<file path="src/rtl/arith_result_buffer.sv">
// arith_result_buffer: first-word-fall-through FIFO for arithmetic results
// (w, x, y, z). It also keeps a running sum of accepted y values (acc), a
// sticky overflow flag and a count of accepted results.
// Optional build macro ARITH_ACC_SAT_EN: when defined, acc clamps at all-ones
// on overflow. When undefined, acc wraps modulo 2^24.
// Either way, acc_ovf is set on overflow and stays set until rst or clr.
module arith_result_buffer #(
  parameter int DEPTH = 4
) (
  input  logic        clk,
  input  logic        rst,
  input  logic        clr,
  input  logic        in_valid,
  output logic        in_ready,
  input  logic [10:0] in_w,
  input  logic [10:0] in_x,
  input  logic [17:0] in_y,
  input  logic [10:0] in_z,
  output logic        out_valid,
  input  logic        out_ready,
  output logic [10:0] out_w,
  output logic [10:0] out_x,
  output logic [17:0] out_y,
  output logic [10:0] out_z,
  output logic [23:0] acc,
  output logic        acc_ovf,
  output logic [15:0] count,
  output logic        full,
  output logic        empty
);

  localparam int AW = $clog2(DEPTH);
  localparam int LW = AW + 1;
  localparam logic [LW-1:0] FULL_LVL = LW'(DEPTH);

  typedef enum logic [1:0] {S_EMPTY, S_PARTIAL, S_FULL} state_t;

  typedef struct packed {
    logic [10:0] w;
    logic [10:0] x;
    logic [17:0] y;
    logic [10:0] z;
  } entry_t;

  state_t        state, state_nxt;
  logic [LW-1:0] level, level_nxt;
  logic [AW-1:0] wr_ptr, rd_ptr;
  logic          live;
  entry_t        mem [DEPTH];
  entry_t        head;
  logic          push, pop;
  logic [24:0]   sum;
  logic [23:0]   acc_nxt;

  assign push = in_valid && in_ready;
  assign pop  = out_valid && out_ready;

  // Level/state register; live holds in_ready low until the first edge after reset
  always_ff @(posedge clk or posedge rst) begin
    if (rst) begin
      state <= S_EMPTY;
      level <= '0;
      live  <= 1'b0;
    end else begin
      state <= state_nxt;
      level <= level_nxt;
      live  <= 1'b1;
    end
  end

  // Next level and state; a simultaneous push and pop leaves the level unchanged
  always_comb begin
    level_nxt = level;
    if (push && !pop)      level_nxt = level + 1'b1;
    else if (pop && !push) level_nxt = level - 1'b1;
    state_nxt = S_PARTIAL;
    if (level_nxt == '0)           state_nxt = S_EMPTY;
    else if (level_nxt == FULL_LVL) state_nxt = S_FULL;
  end

  // Handshake and status flags, decoded from registers only
  always_comb begin
    full      = (state == S_FULL);
    empty     = (state == S_EMPTY);
    in_ready  = live && !full;
    out_valid = !empty;
  end

  // Read and write pointers; both wrap naturally because DEPTH is a power of two
  always_ff @(posedge clk or posedge rst) begin
    if (rst) begin
      wr_ptr <= '0;
      rd_ptr <= '0;
    end else begin
      if (push) wr_ptr <= wr_ptr + 1'b1;
      if (pop)  rd_ptr <= rd_ptr + 1'b1;
    end
  end

  // Entry storage; its contents are not reset
  always_ff @(posedge clk) begin
    if (push) mem[wr_ptr] <= '{w: in_w, x: in_x, y: in_y, z: in_z};
  end

  // The head entry falls through combinationally to the outputs
  assign head  = mem[rd_ptr];
  assign out_w = head.w;
  assign out_x = head.x;
  assign out_y = head.y;
  assign out_z = head.z;

  // Sum with carry out; the carry selects between clamping and wrapping
  always_comb begin
    sum = {1'b0, acc} + {7'b0, in_y};
`ifdef ARITH_ACC_SAT_EN
    acc_nxt = sum[24] ? 24'hFFFFFF : sum[23:0];
`else
    acc_nxt = sum[23:0];
`endif
  end

  // Accumulator, sticky overflow and result count; clr wins over a same-cycle push
  always_ff @(posedge clk or posedge rst) begin
    if (rst) begin
      acc     <= '0;
      acc_ovf <= 1'b0;
      count   <= '0;
    end else if (clr) begin
      acc     <= '0;
      acc_ovf <= 1'b0;
      count   <= '0;
    end else if (push) begin
      acc     <= acc_nxt;
      acc_ovf <= acc_ovf | sum[24];
      count   <= count + 1'b1;
    end
  end

endmodule

</file>
<file path="config.mk">
export PLATFORM = sky130hd
export DESIGN_NAME = arith_result_buffer
export DESIGN_NICKNAME = d
export VERILOG_FILES = /design/src/rtl/arith_result_buffer.sv
export SDC_FILE = /design/constraint.sdc
export NUM_CORES = 1
export LEC_CHECK = 0
export CAP_MARGIN = 20
export CORE_AREA = 3 3 139 167
export CTS_BUF_LIST = sky130_fd_sc_hd__clkbuf_8
export DETAILED_ROUTE_END_ITERATION = 6
export DIE_AREA = 0 0 142 170
export MAX_ROUTING_LAYER = met4
export PLACE_DENSITY = 0.69
export SETUP_SLACK_MARGIN = 0.3
export SYNTH_ARGS = -nofsm -noshare
export SYNTH_HDL_FRONTEND = slang
export SYNTH_SLANG_ARGS = --single-unit
</file>
<file path="constraint.sdc">
create_clock -name clk -period 4.5 [get_ports clk]
set_input_delay 1.35 -clock clk [delete_from_list [all_inputs] [get_ports clk]]
set_output_delay 1.35 -clock clk [all_outputs]
set_load 0.02 [all_outputs]
</file>
Word-level counts from Yosys, hierarchy flattened
Memories as Yosys holds them, arrays and structs flattened.
Cells that the tools add are included.

storage, ports and cells
  register bits after elaboration = 51
  bits in latches = 0
  bits in writable memories = 204
  ROM bits = 0
  input bits = 56
  output and inout port bits = 96
  word-level logic and storage cells = 42
  memories = 1

memories
  memory  depth  bits a word  rd ports  clocked after memory_dff  wr ports  line  source
  mem     4      51           1         0                         1         49    entry_t mem [DEPTH];

operators by class
  $add $sub $neg = 6
  $mul = 0
  div/mod/pow operators = 0
  magnitude comparators = 0
  equality and inequality tests = 2
  shift-type cells = 0
  multiplexer cells = 12
  bitwise operators = 1
  reductions and logical operators = 12

operators by type and width
  operator                                           count
  two-way mux 24 bit                                 2
  two-way mux 16 bit                                 2
  adder 24 x 18 -> 25 bit                            1
  adder 16 x 1 -> 16 bit (second input constant)     1
  two-way mux 3 bit                                  2
  logical AND 1 bit                                  5
  adder 2 x 1 -> 2 bit (second input constant)       2
  zero test 1 bit                                    4
  two-way mux 1 bit                                  4
  two-way mux 2 bit                                  2
  adder 3 x 1 -> 3 bit (second input constant)       1
  == test 3 bit (second input constant)              1
  zero test 3 bit                                    1
  subtractor 3 x 1 -> 3 bit (second input constant)  1
  == test 2 bit (second input constant)              1
  zero test 2 bit                                    1
  nonzero test 2 bit                                 1
  bitwise OR 1 bit                                   1

Logic depth before layout (Yosys ltp)
Gate-level depths: netlist (run 1).

  depth after elaboration = 11
  depth in mapped cells = 8
  depth with buffers taken out = 8

Worst setup path before layout (run 1)
OpenSTA, ideal clock, no wires.

  path type = input -> register
  start point = in in_valid
  end point = mem mem[0][0] in the netlist's numbering, enable pin
  library setup time = 414 ps
  data arrival time = 3331 ps
  required time = 4086 ps
  path slack = 755 ps
  cell stages on the path = 5
  path buffers = 3
  path through = and3_1 > clkbuf_1 > clkbuf_8 > buf_2 > and2_1

on the way
  cells in the longest elaborated chain, start to end = 3

RTL lines
  element                                  line  source
  start: declaration                       13    input logic in_valid,
  logical AND 1 bit                        55    assign push = in_valid && in_ready;
  two-way mux 1 bit                        102   if (push) mem[wr_ptr] <= '{w: in_w, x: in_x, y: in_y, z: in_z};
  two-way mux 1 bit (implied by the code)  102
  end: declaration                         49

Every way passes these cells.

Worst setup path after layout (run 1)
  start point = reg rd_ptr[0]
  end point = out out_x[4]

on the way
  cells in the longest elaborated chain, start to end = 1

RTL lines
  element                   line  source
  start: declaration        47    logic [AW-1:0] wr_ptr, rd_ptr;
  start signal: assignment  96    if (pop) rd_ptr <= rd_ptr + 1'b1;
  memory read (4 x 51 bit)  -
  end: declaration          22    output logic [10:0] out_x,

Every way passes these cells.

==> run_results.csv, run 1 <==
group,metric,value,unit
status,status,"complete, no violations",
clock_tree,numCtsBuffers,40,
job,drv_cap,0,
yosys,avgSynthCellArea,16.64,sq um
drt,viasPerCell,5.605,
drt,drt_first_pass_iters,4,
global_route,grt_usage,19.75,%
timing,relSlewSlack,37.90,%
power_and_ir_drop,power_frac_comb,32.4,%
critical_path,arrival,2.57,ns
yosys,synth_top_family_by_area,"multiplexers",
yosys,synthesis.area,10790,sq um
power_and_ir_drop,power-per-cell-area,538.0,nW/um^2
critical_path,cp_top_family,"buffers and inverters",
power_and_ir_drop,pwr-share-seq,41.1,%
global_route,grt_pass1_vias,6717,
die,die_w,142,um
timing,slew_violations,0,
timing,hold_ws,0.4768,ns
placed_design,hpwl,14.93,mm
timing,rsz0062_at_grt,"false",
timing,hold_viol_final,0,
die,io_pins,152,
timing,setup_viol,0,
yosys,yosysSeqAreaShare,68.63,%
timing,tightestPinTransition,0.9302,ns
global_route,grt_max_degree,52,
timing,period_share,87.02,%
global_route,grt-ovfl-total,0,
min_path,hold_class,"reg2reg",
clock_tree,cts.sinks,255,
critical_path,critPathKind,"reg2out",
yosys,syn_nets,730,
yosys,async_flop_share,20.00,%
yosys,synth_area_leaders,"edfxtp_1 57%, dfrtp_1 12%, mux4_2 11%",
critical_path,path_max_fanout,13,
critical_path,critPathRequiredTime,3.15,ns
clock_tree,clockBufferDepth,3,
die,dieArea,24140,sq um
clock_tree,h-tree-depth,2,
critical_path,startpoint_type,"register",
power_and_ir_drop,irDropWorstVdd,0.2377,mV
clock_tree,cts_root_buffer,"clkbuf_8",
yosys,ys_top_cells_by_count,"204 x edfxtp_1, 51 x dfrtp_1, 51 x mux4_2",
drt,drc,0,
critical_path,slowest_delay,0.62,ns
critical_path,cp_num_buf_inv,2,
global_route,antenna_found_initial,0,
timing,tns,0,ns
timing,period_minus_slack,3.916,ns
die,std_cell_rows,59,
clock_tree,cts.clk_slew.worst_paths,0.06,ns
timing,finClkSkew,0.01429,ns
clock_tree,cts_tree,"built",
yosys,synthSimpleGateAreaFrac,7.053,%
power_and_ir_drop,power_frac_clock,26.5,%
yosys,dominantRegCellSynth,"edfxtp_1",
yosys,synth_cells,648,
placed_design,place_congestion,0.8693,
critical_path,end_kind,"output pin",
drt,drt_iter0_markers,391,
final_layout,drive_above_1_share,17.23,%
timing,clock.fmax,0.2554,GHz
yosys,synth_top_area_share,56.80,%
final_layout,nNetsFinal,914,
power_and_ir_drop,leakage,4.821,nW
die,start_util,49.53,%
yosys,synth.distinct_cells,65,
critical_path,slowest_stage,"dfrtp_4",
global_route,grt_pass1_wl,36.34,mm
yosys,synth-adder-area-share,3.086,%
die,core-area,21780,sq um
final_layout,n_antenna_cell,0,
drt,wl_per_cell,20.21,um
yosys,synth_seq_cells,255,
yosys,synth_edf_count,204,
placed_design,portBuffers,151,
critical_path,crit_chain,"buf_4 -> mux4_2 -> clkdlybuf4s50_1",
drt,num_vias,6351,
clock_tree,clk_latency,0.53,ns
yosys,yosysWarnings,0,
drt,wirelength,22.90,mm
drt,ant_nets,0,
clock_tree,cts_hold_buffers,0,
yosys,synth-compound-area-share,6.148,%
yosys,synthXorXnorAreaFrac,2.355,%
power_and_ir_drop,p_int,5.073,mW
power_and_ir_drop,switching_power,2.180,mW
die,die_h,170,um
yosys,synth_most_common_cell,"edfxtp_1",
power_and_ir_drop,p_sw_share,30.05,%
final_layout,area_growth,24.99,%
yosys,synth_area_leader_cell,"edfxtp_1",
yosys,synthMuxAreaShare,10.75,%
==> path summary, 6_finish.rpt <==
check	slack, ns	end	cells past startpoint	startpoint
setup / recovery	0.58	out_x[4]	3	rd_ptr[0]
hold / removal	0.48	level[2]	1	level[2]
setup reg to reg	1.93	acc[20]	8	acc[0]
hold reg to reg	0.48	level[2]	1	level[2]
max in group asynchronous	2.42	count[15]	3	rst
min in group asynchronous	1.38	rd_ptr[1]	2	rst
==> state kept, by name, indices dropped and copies added, names as in the netlist <==
register  flops
wr_ptr        2
state         2
live          1
rd_ptr        2
level         3
acc          24
acc_ovf       1
mem         204
count        16
==> kinds of logic after synthesis <==
family / Yosys count
AOI/OAI and AO/OA: 88
xor gates and xnor gates: 29
adders and majority gates: 26
buffers and inverters: 40
DFF: 255
muxes: 52
other: 1
and+or+nand+nor: 157
==> worst register-to-register path: stages, from the launching register on <==
cell and delay (ns):
dfrtp_1 0.39, ha_1 0.23, fa_1 0.43, a21o_1 0.22, a221oi_4 0.35, o21ai_4 0.14
a31o_4 0.28, nand4_1 0.09, mux2_2 0.33
==> power groups by stage <==
stage / registers (mW) / clock network (mW) / logic (mW)
after global placement: 3.04 / 0 / 2.29
after detailed placement: 3.06 / 0 / 2.32
after CTS: 3.01 / 1.98 / 2.32
after global routing: 3.01 / 2.09 / 2.51
final: 2.98 / 1.92 / 2.35
after floorplan: 2.94 / 0 / 1.46
==> routing by layer <==
metal | part of all wire (%) | track usage [%]
met5 | 0 | -
met4 | 1.8 | 4.925
met3 | 6.3 | 4.890
met2 | 50 | 32.27
met1 | 42 | 25.06
==> timing repair <==
action / in CTS / in global routing
buffers inserted: 0 / 1
endpoints found under the setup margin: 0 / 13
gates resized for setup: 0 / 0
==> metrics by stage <==
stage	instance area, sq um	worst slack (ns)	util (%)	total power, mW	std cells
2_1_floorplan	10790	0.7548	-	4.403	648
3_3_place_gp	12660	0.4808	58.15	5.322	1063
3_5_place_dp	12660	0.4160	58.15	5.374	1063
4_1_cts	13450	0.3550	61.78	7.315	1132
5_1_grt	13480	0.4288	61.90	7.616	1133
6_report	13480	0.5839	61.90	7.253	1133
==> area by class of cell <==
class	instances	area [sq um]
Clock buffer	44	605.6
Clock inverter	25	183.9
Fill cell	1539	8297
Inverter	14	52.55
Multi-Input combinational cell	353	3179
Sequential cell	255	7407
Tap cell	274	342.8
Timing Repair Buffer	168	1709
==> placed cells by master, fill, tap and decap left out, types with 18 or more instances in the layout <==
master             n
edfxtp_1         204
clkdlybuf4s50_1  151
mux4_2            51
nand2_1           49
dfrtp_1           49
clkbuf_8          44
nor2_1            35
inv_1             26
ha_1              25
a21oi_1           24
nand3_1           21
xnor2_1           18
(Power assumes the default switching activity.)
==> inputs of run 2 (changes only) <==
--- a/config.mk
+++ b/config.mk
@@ -10,8 +10,9 @@
 export CTS_BUF_LIST = sky130_fd_sc_hd__clkbuf_8
 export DETAILED_ROUTE_END_ITERATION = 6
 export DIE_AREA = 0 0 142 170
+export DONT_BUFFER_PORTS = 1
 export MAX_ROUTING_LAYER = met4
-export PLACE_DENSITY = 0.69
+export PLACE_DENSITY = 0.6
 export SETUP_SLACK_MARGIN = 0.3
 export SYNTH_ARGS = -nofsm -noshare
 export SYNTH_HDL_FRONTEND = slang
==> run 2 against run 1 <==
Non-clock buffer count is 156 lower. Via count is 8.9% lower. Register-to-register slack worse by 0.10 ns. Combinational power is 31% lower. Critical path depth is 1 lower. Wire length is 6.2% lower. Sequential share of layout area is 7.9 points higher. Sequential power is 2% higher. Final cell count is 14% lower. Fmax is 6.6% higher. Total power is 12% lower. Die area stayed put. Largest cell class unchanged.
==> run_results.csv, run 2 (synthesized netlist as in run 1, its figures left out) <==
group,metric,value,unit
status,status,"complete, no violations",
power_and_ir_drop,irDropWorstVdd,0.2333,mV
placed_design,pre_cts_slack,0.9857,ns
min_path,hold_class,"reg2reg",
power_and_ir_drop,leakage,4.158,nW
drt,drt_iter0_markers,227,
clock_tree,cts_tree,"built",
critical_path,cp_top_family,"flip-flops",
min_path,hp-start,"level[2]",
die,core-area,21780,sq um
die,die_h,170,um
final_layout,n_antenna_cell,0,
clock_tree,numCtsBuffers,40,
drt,ant_nets,0,
global_route,grt_pass1_vias,6129,
die,start_util,49.53,%
placed_design,dp.cells,908,
global_route,grt-ovfl-total,0,
critical_path,cp_num_buf_inv,1,
final_layout,finalNonFillerCells,977,
drt,num_vias,5786,
timing,relSlewSlack,47.20,%
drt,viasPerCell,5.922,
global_route,antenna_found_initial,0,
drt,wirelength,21.48,mm
critical_path,crit_chain,"buf_12 -> mux4_2",
global_route,grt_max_degree,52,
timing,slew_violations,0,
timing,finClkSkew,0.01545,ns
clock_tree,clk_latency,0.52,ns
timing,period_minus_slack,3.672,ns
job,drv_cap,0,
drt,drc,0,
global_route,grt_usage,18.48,%
drt,wl_per_cell,21.99,um
die,io_pins,152,
critical_path,setup.worst_path.start,"rd_ptr[0]",
clock_tree,cts_hold_buffers,0,
critical_path,arrival,2.32,ns
critical_path,rr_startpoint,"acc[0]",
final_layout,regMostFlops,"mem",
final_layout,area_growth,9.211,%
power_and_ir_drop,power-per-cell-area,539.0,nW/um^2
final_layout,largest_reg_flops,204,
placed_design,hpwl,14.18,mm
final_layout,final_common_cell,"edfxtp_1",
final_layout,reg_top3,"mem x204, acc x24, count x16",
final_layout,nNetsFinal,758,
final_layout,final_cell_mix,"204 x edfxtp_1, 51 x mux4_2, 49 x nand2_1, 49 x dfrtp_1, 41 x clkbuf_8",
placed_design,place_congestion,0.9208,
timing,clock.fmax,0.2723,GHz
timing,setup_viol,0,
die,dieArea,24140,sq um
clock_tree,cts_setup_buffers,0,
critical_path,critPathRequiredTime,3.15,ns
clock_tree,cts_resized,0,
drt,drt_first_pass_iters,5,
die,die_w,142,um
critical_path,slowest_stage,"dfrtp_4",
final_layout,fillers,1702,
timing,period_share,81.60,%
timing,rsz0062_at_grt,"false",
clock_tree,cts.sinks,255,
global_route,grt_pass1_wl,33.67,mm
critical_path,critPathKind,"reg2out",
timing,finalWorstSetupSlack,0.8278,ns
clock_tree,clockBufferDepth,3,
final_layout,drive_above_1_share,19.77,%
timing,tns,0,ns
critical_path,slowest_delay,0.83,ns
critical_path,startpoint_type,"register",
timing,hold_viol_final,0,
critical_path,end_kind,"output pin",
die,std_cell_rows,59,
timing,tightestPinTransition,0.7884,ns
critical_path,path_max_fanout,30,
clock_tree,cts.clk_slew.worst_paths,0.06,ns
clock_tree,h-tree-depth,2,
placed_design,portBuffers,0,
clock_tree,cts_root_buffer,"clkbuf_8",
run 2: per-layer routing:
metal	track usage, %	part of all wire [%]	routed length [um]	vias up
met5	-	0	0	-
met4	5.801	2.0	426	0
met3	6.099	8.1	1745	32
met2	31.07	52	11120	188
met1	21.00	38	8189	2971
li1	-	-	-	2595
run 2: report_power, final:
part / internal [mW] / switching (mW)
combinational: 0.645 / 0.983
clock: 0.843 / 0.824
sequential: 2.81 / 0.241
total: 4.30 / 2.05
run 2: worst paths after layout:
| kind | to | slack, ns | cells after the start |
|---|---|---|---|
| worst min-delay path | level[2] | 0.46 | 1 |
| worst max register to register | acc[20] | 1.83 | 8 |
| worst min register to register | level[2] | 0.46 | 1 |
| min in group asynchronous | acc[5] | 0.85 | 1 |
| max in group asynchronous | acc[9] | 2.91 | 2 |
| worst max-delay path | out_y[10] | 0.83 | 2 |
run 2: stage by stage:
| stage | total power, mW | utilization [%] | hold slack [ns] | cell area [sq um] |
|---|---|---|---|---|
| finish | 6.349 | 54.09 | 0.4632 | 11780 |
| global route | 6.669 | 54.09 | 0.4978 | 11780 |
| CTS | 6.456 | 54.09 | 0.4663 | 11780 |
| detailed placement | 4.768 | 50.96 | 0.4537 | 11100 |
| global placement | 4.722 | 50.96 | 0.4531 | 11100 |
| floorplan | 4.403 | - | 0.4379 | 10790 |
run 2: layout make-up:
cell class | count | area [sq um] | share of cell area (%)
timing repair buffer | 12 | 115.1 | 0.9773
inverter | 14 | 52.55 | 0.4461
sequential | 255 | 7407 | 62.89
clock buffer | 41 | 564.3 | 4.791
tap | 274 | 342.8 | 2.911
multi-input combinational | 353 | 3179 | 26.99
clock inverter | 28 | 117.6 | 0.9985
==> inputs of run 3 (changes only) <==
--- a/config.mk
+++ b/config.mk
@@ -12,7 +12,7 @@
 export DIE_AREA = 0 0 142 170
 export DONT_BUFFER_PORTS = 1
 export MAX_ROUTING_LAYER = met4
-export PLACE_DENSITY = 0.6
+export PLACE_DENSITY = 0.63
 export SETUP_SLACK_MARGIN = 0.3
 export SYNTH_ARGS = -nofsm -noshare
 export SYNTH_HDL_FRONTEND = slang
==> constraint.sdc (replaced) <==
create_clock -name clk -period 3.15 [get_ports clk]
set_input_delay 0.945 -clock clk [delete_from_list [all_inputs] [get_ports clk]]
set_output_delay 0.945 -clock clk [all_outputs]
set_load 0.02 [all_outputs]
==> run 3 against run 2 <==
Clock skew grew 0.0017 ns. Sequential cell count unchanged. Register-to-register slack got worse by 1.4 ns. Highest routed layer unchanged. Sequential power up 37%. Core utilization is 1.5 points higher. Non-clock buffer count up 12. Total power grew 51%. Largest power group unchanged.
==> run_results.csv, run 3 (synthesized netlist as in run 1, its figures left out) <==
group,metric,value,unit
status,status,"complete, no violations",
timing,finClkSkew,0.01716,ns
critical_path,end_kind,"output pin",
die,core-area,21780,sq um
power_and_ir_drop,irDropWorstVdd,0.3747,mV
power_and_ir_drop,leakage,4.319,nW
global_route,use_met2,32.08,%
critical_path,worst-r2r-setup-slack,0.48,ns
clock_tree,cts.sinks,255,
global_route,grt_max_degree,53,
final_layout,nNetsFinal,770,
job,drv_cap,0,
global_route,antenna_found_initial,0,
placed_design,hpwl,14.41,mm
clock_tree,cts_hold_buffers,0,
die,dieArea,24140,sq um
final_layout,final_common_cell,"edfxtp_1",
final_layout,fillers,1686,
timing,hold_viol_final,0,
critical_path,crit_chain,"buf_6 -> buf_12 -> mux4_2",
global_route,grt_usage,19.14,%
drt,wl_per_cell,22.76,um
die,start_util,49.53,%
timing,slew_violations,0,
final_layout,n_antenna_cell,0,
clock_tree,cts_root_buffer,"clkbuf_8",
final_layout,multi_input_area,3198,sq um
final_layout,regMostFlops,"mem",
drt,drt_first_pass_iters,5,
drt,viasPerCell,5.915,
critical_path,slowest_stage,"mux4_2",
critical_path,worst-r2r-cell-count,8,
critical_path,rr_startpoint,"acc[0]",
final_layout,final_cell_mix,"204 x edfxtp_1, 51 x mux4_2, 49 x nand2_1, 49 x dfrtp_1, 42 x clkbuf_8",
clock_tree,clk_latency,0.52,ns
global_route,met1_usage,22.29,%
timing,relSlewSlack,52.24,%
clock_tree,cts.clk_slew.worst_paths,0.06,ns
critical_path,arrival,1.86,ns
critical_path,cp_top_family,"multiplexers",
drt,wirelength,22.57,mm
power_and_ir_drop,power-per-cell-area,791.1,nW/um^2
timing,hold_ws,0.3829,ns
final_layout,drive_above_1_share,21.87,%
critical_path,path_max_fanout,8,
global_route,busiest_layer,"met2",
timing,tns,0,ns
critical_path,slowest_delay,0.61,ns
drt,num_vias,5868,
global_route,grt-ovfl-total,0,
clock_tree,cts_tree,"built",
die,io_pins,152,
critical_path,setup.worst_path.start,"rd_ptr[0]",
critical_path,startpoint_type,"register",
global_route,met3_usage,6.211,%
critical_path,reg2reg_to,"acc[20]",
final_layout,reg_top3,"mem x204, acc x24, count x16",
timing,tightestPinTransition,0.7131,ns
critical_path,critPathKind,"reg2out",
drt,drc,0,
timing,period_share,89.04,%
clock_tree,numCtsBuffers,40,
final_layout,largest_reg_flops,204,
drt,drt_iter0_markers,392,
die,die_w,142,um
global_route,grt_pass1_wl,34.87,mm
timing,period_minus_slack,2.805,ns
timing,rsz0062_at_grt,"true",
final_layout,seq_area,7407,sq um
die,die_h,170,um
placed_design,portBuffers,0,
timing,finalWorstSetupSlack,0.3451,ns
clock_tree,h-tree-depth,2,
min_path,hold_class,"in2async",
clock_tree,clockBufferDepth,3,
final_layout,area_growth,12.23,%
die,std_cell_rows,59,
critical_path,cp_num_buf_inv,2,
global_route,grt_pass1_vias,6170,
placed_design,place_congestion,0.9283,
placed_design,pre_cts_slack,0.1289,ns
timing,setup_viol,0,
critical_path,critPathRequiredTime,2.20,ns
timing,clock.fmax,0.3565,GHz
drt,ant_nets,0,
[run 3: cell count changes in the layout (fill, tap and decap cells not counted), moves of 3 or more]
cell / change
buf_12: +6
clkinv_2: +4
buf_16: +3
buf_6: +3
clkinv_1: -3
[run 3: worst max-delay path by stage]
| stage | cells after the start | slack, ns | end |
|---|---|---|---|
| floorplan | 8 | 0.27 | acc[20] |
| global placement | 8 | 0.13 | acc[20] |
| global route | 3 | 0.27 | out_y[9] |
| detailed placement | 8 | 0.13 | acc[20] |
| CTS | 3 | 0.29 | out_y[9] |
| finish | 3 | 0.35 | out_y[9] |
[run 3: what timing repair did]
action                     CTS  global route
gates resized for setup      6             4
setup endpoints to repair   51            48
buffers inserted             6             2
gates cloned                 2             1
[run 3: metal layers]
metal,part of all wire [%],wire length [um],vias to the layer above
li1,-,-,2627
met1,38,8640,2991
met2,52,11650,211
met3,8.2,1857,39
met4,1.9,424,0
met5,0,0,-
[run 3: layout make-up]
type	instances	share of cell area, %
Inverter	14	0.4342
Sequential cell	255	61.19
Clock buffer	42	4.776
Tap cell	274	2.832
Timing Repair Buffer	24	3.111
Multi-Input combinational cell	353	26.42
Clock inverter	30	1.230
[run 3: report_power, final]
group          internal (mW)  switching [mW]
Clock                   1.32            1.20
Combinational           1.20            1.66
Sequential              4.02           0.170
Total                   6.54            3.04
[run 3: stage by stage]
stage	cells	power (mW)	cell area, sq um	util [%]
finish	992	9.576	12100	55.58
global route	992	10.03	12100	55.58
global placement	909	6.805	11190	51.36
CTS	989	9.649	12050	55.32
floorplan	648	6.285	10810	-
detailed placement	909	6.880	11190	51.36
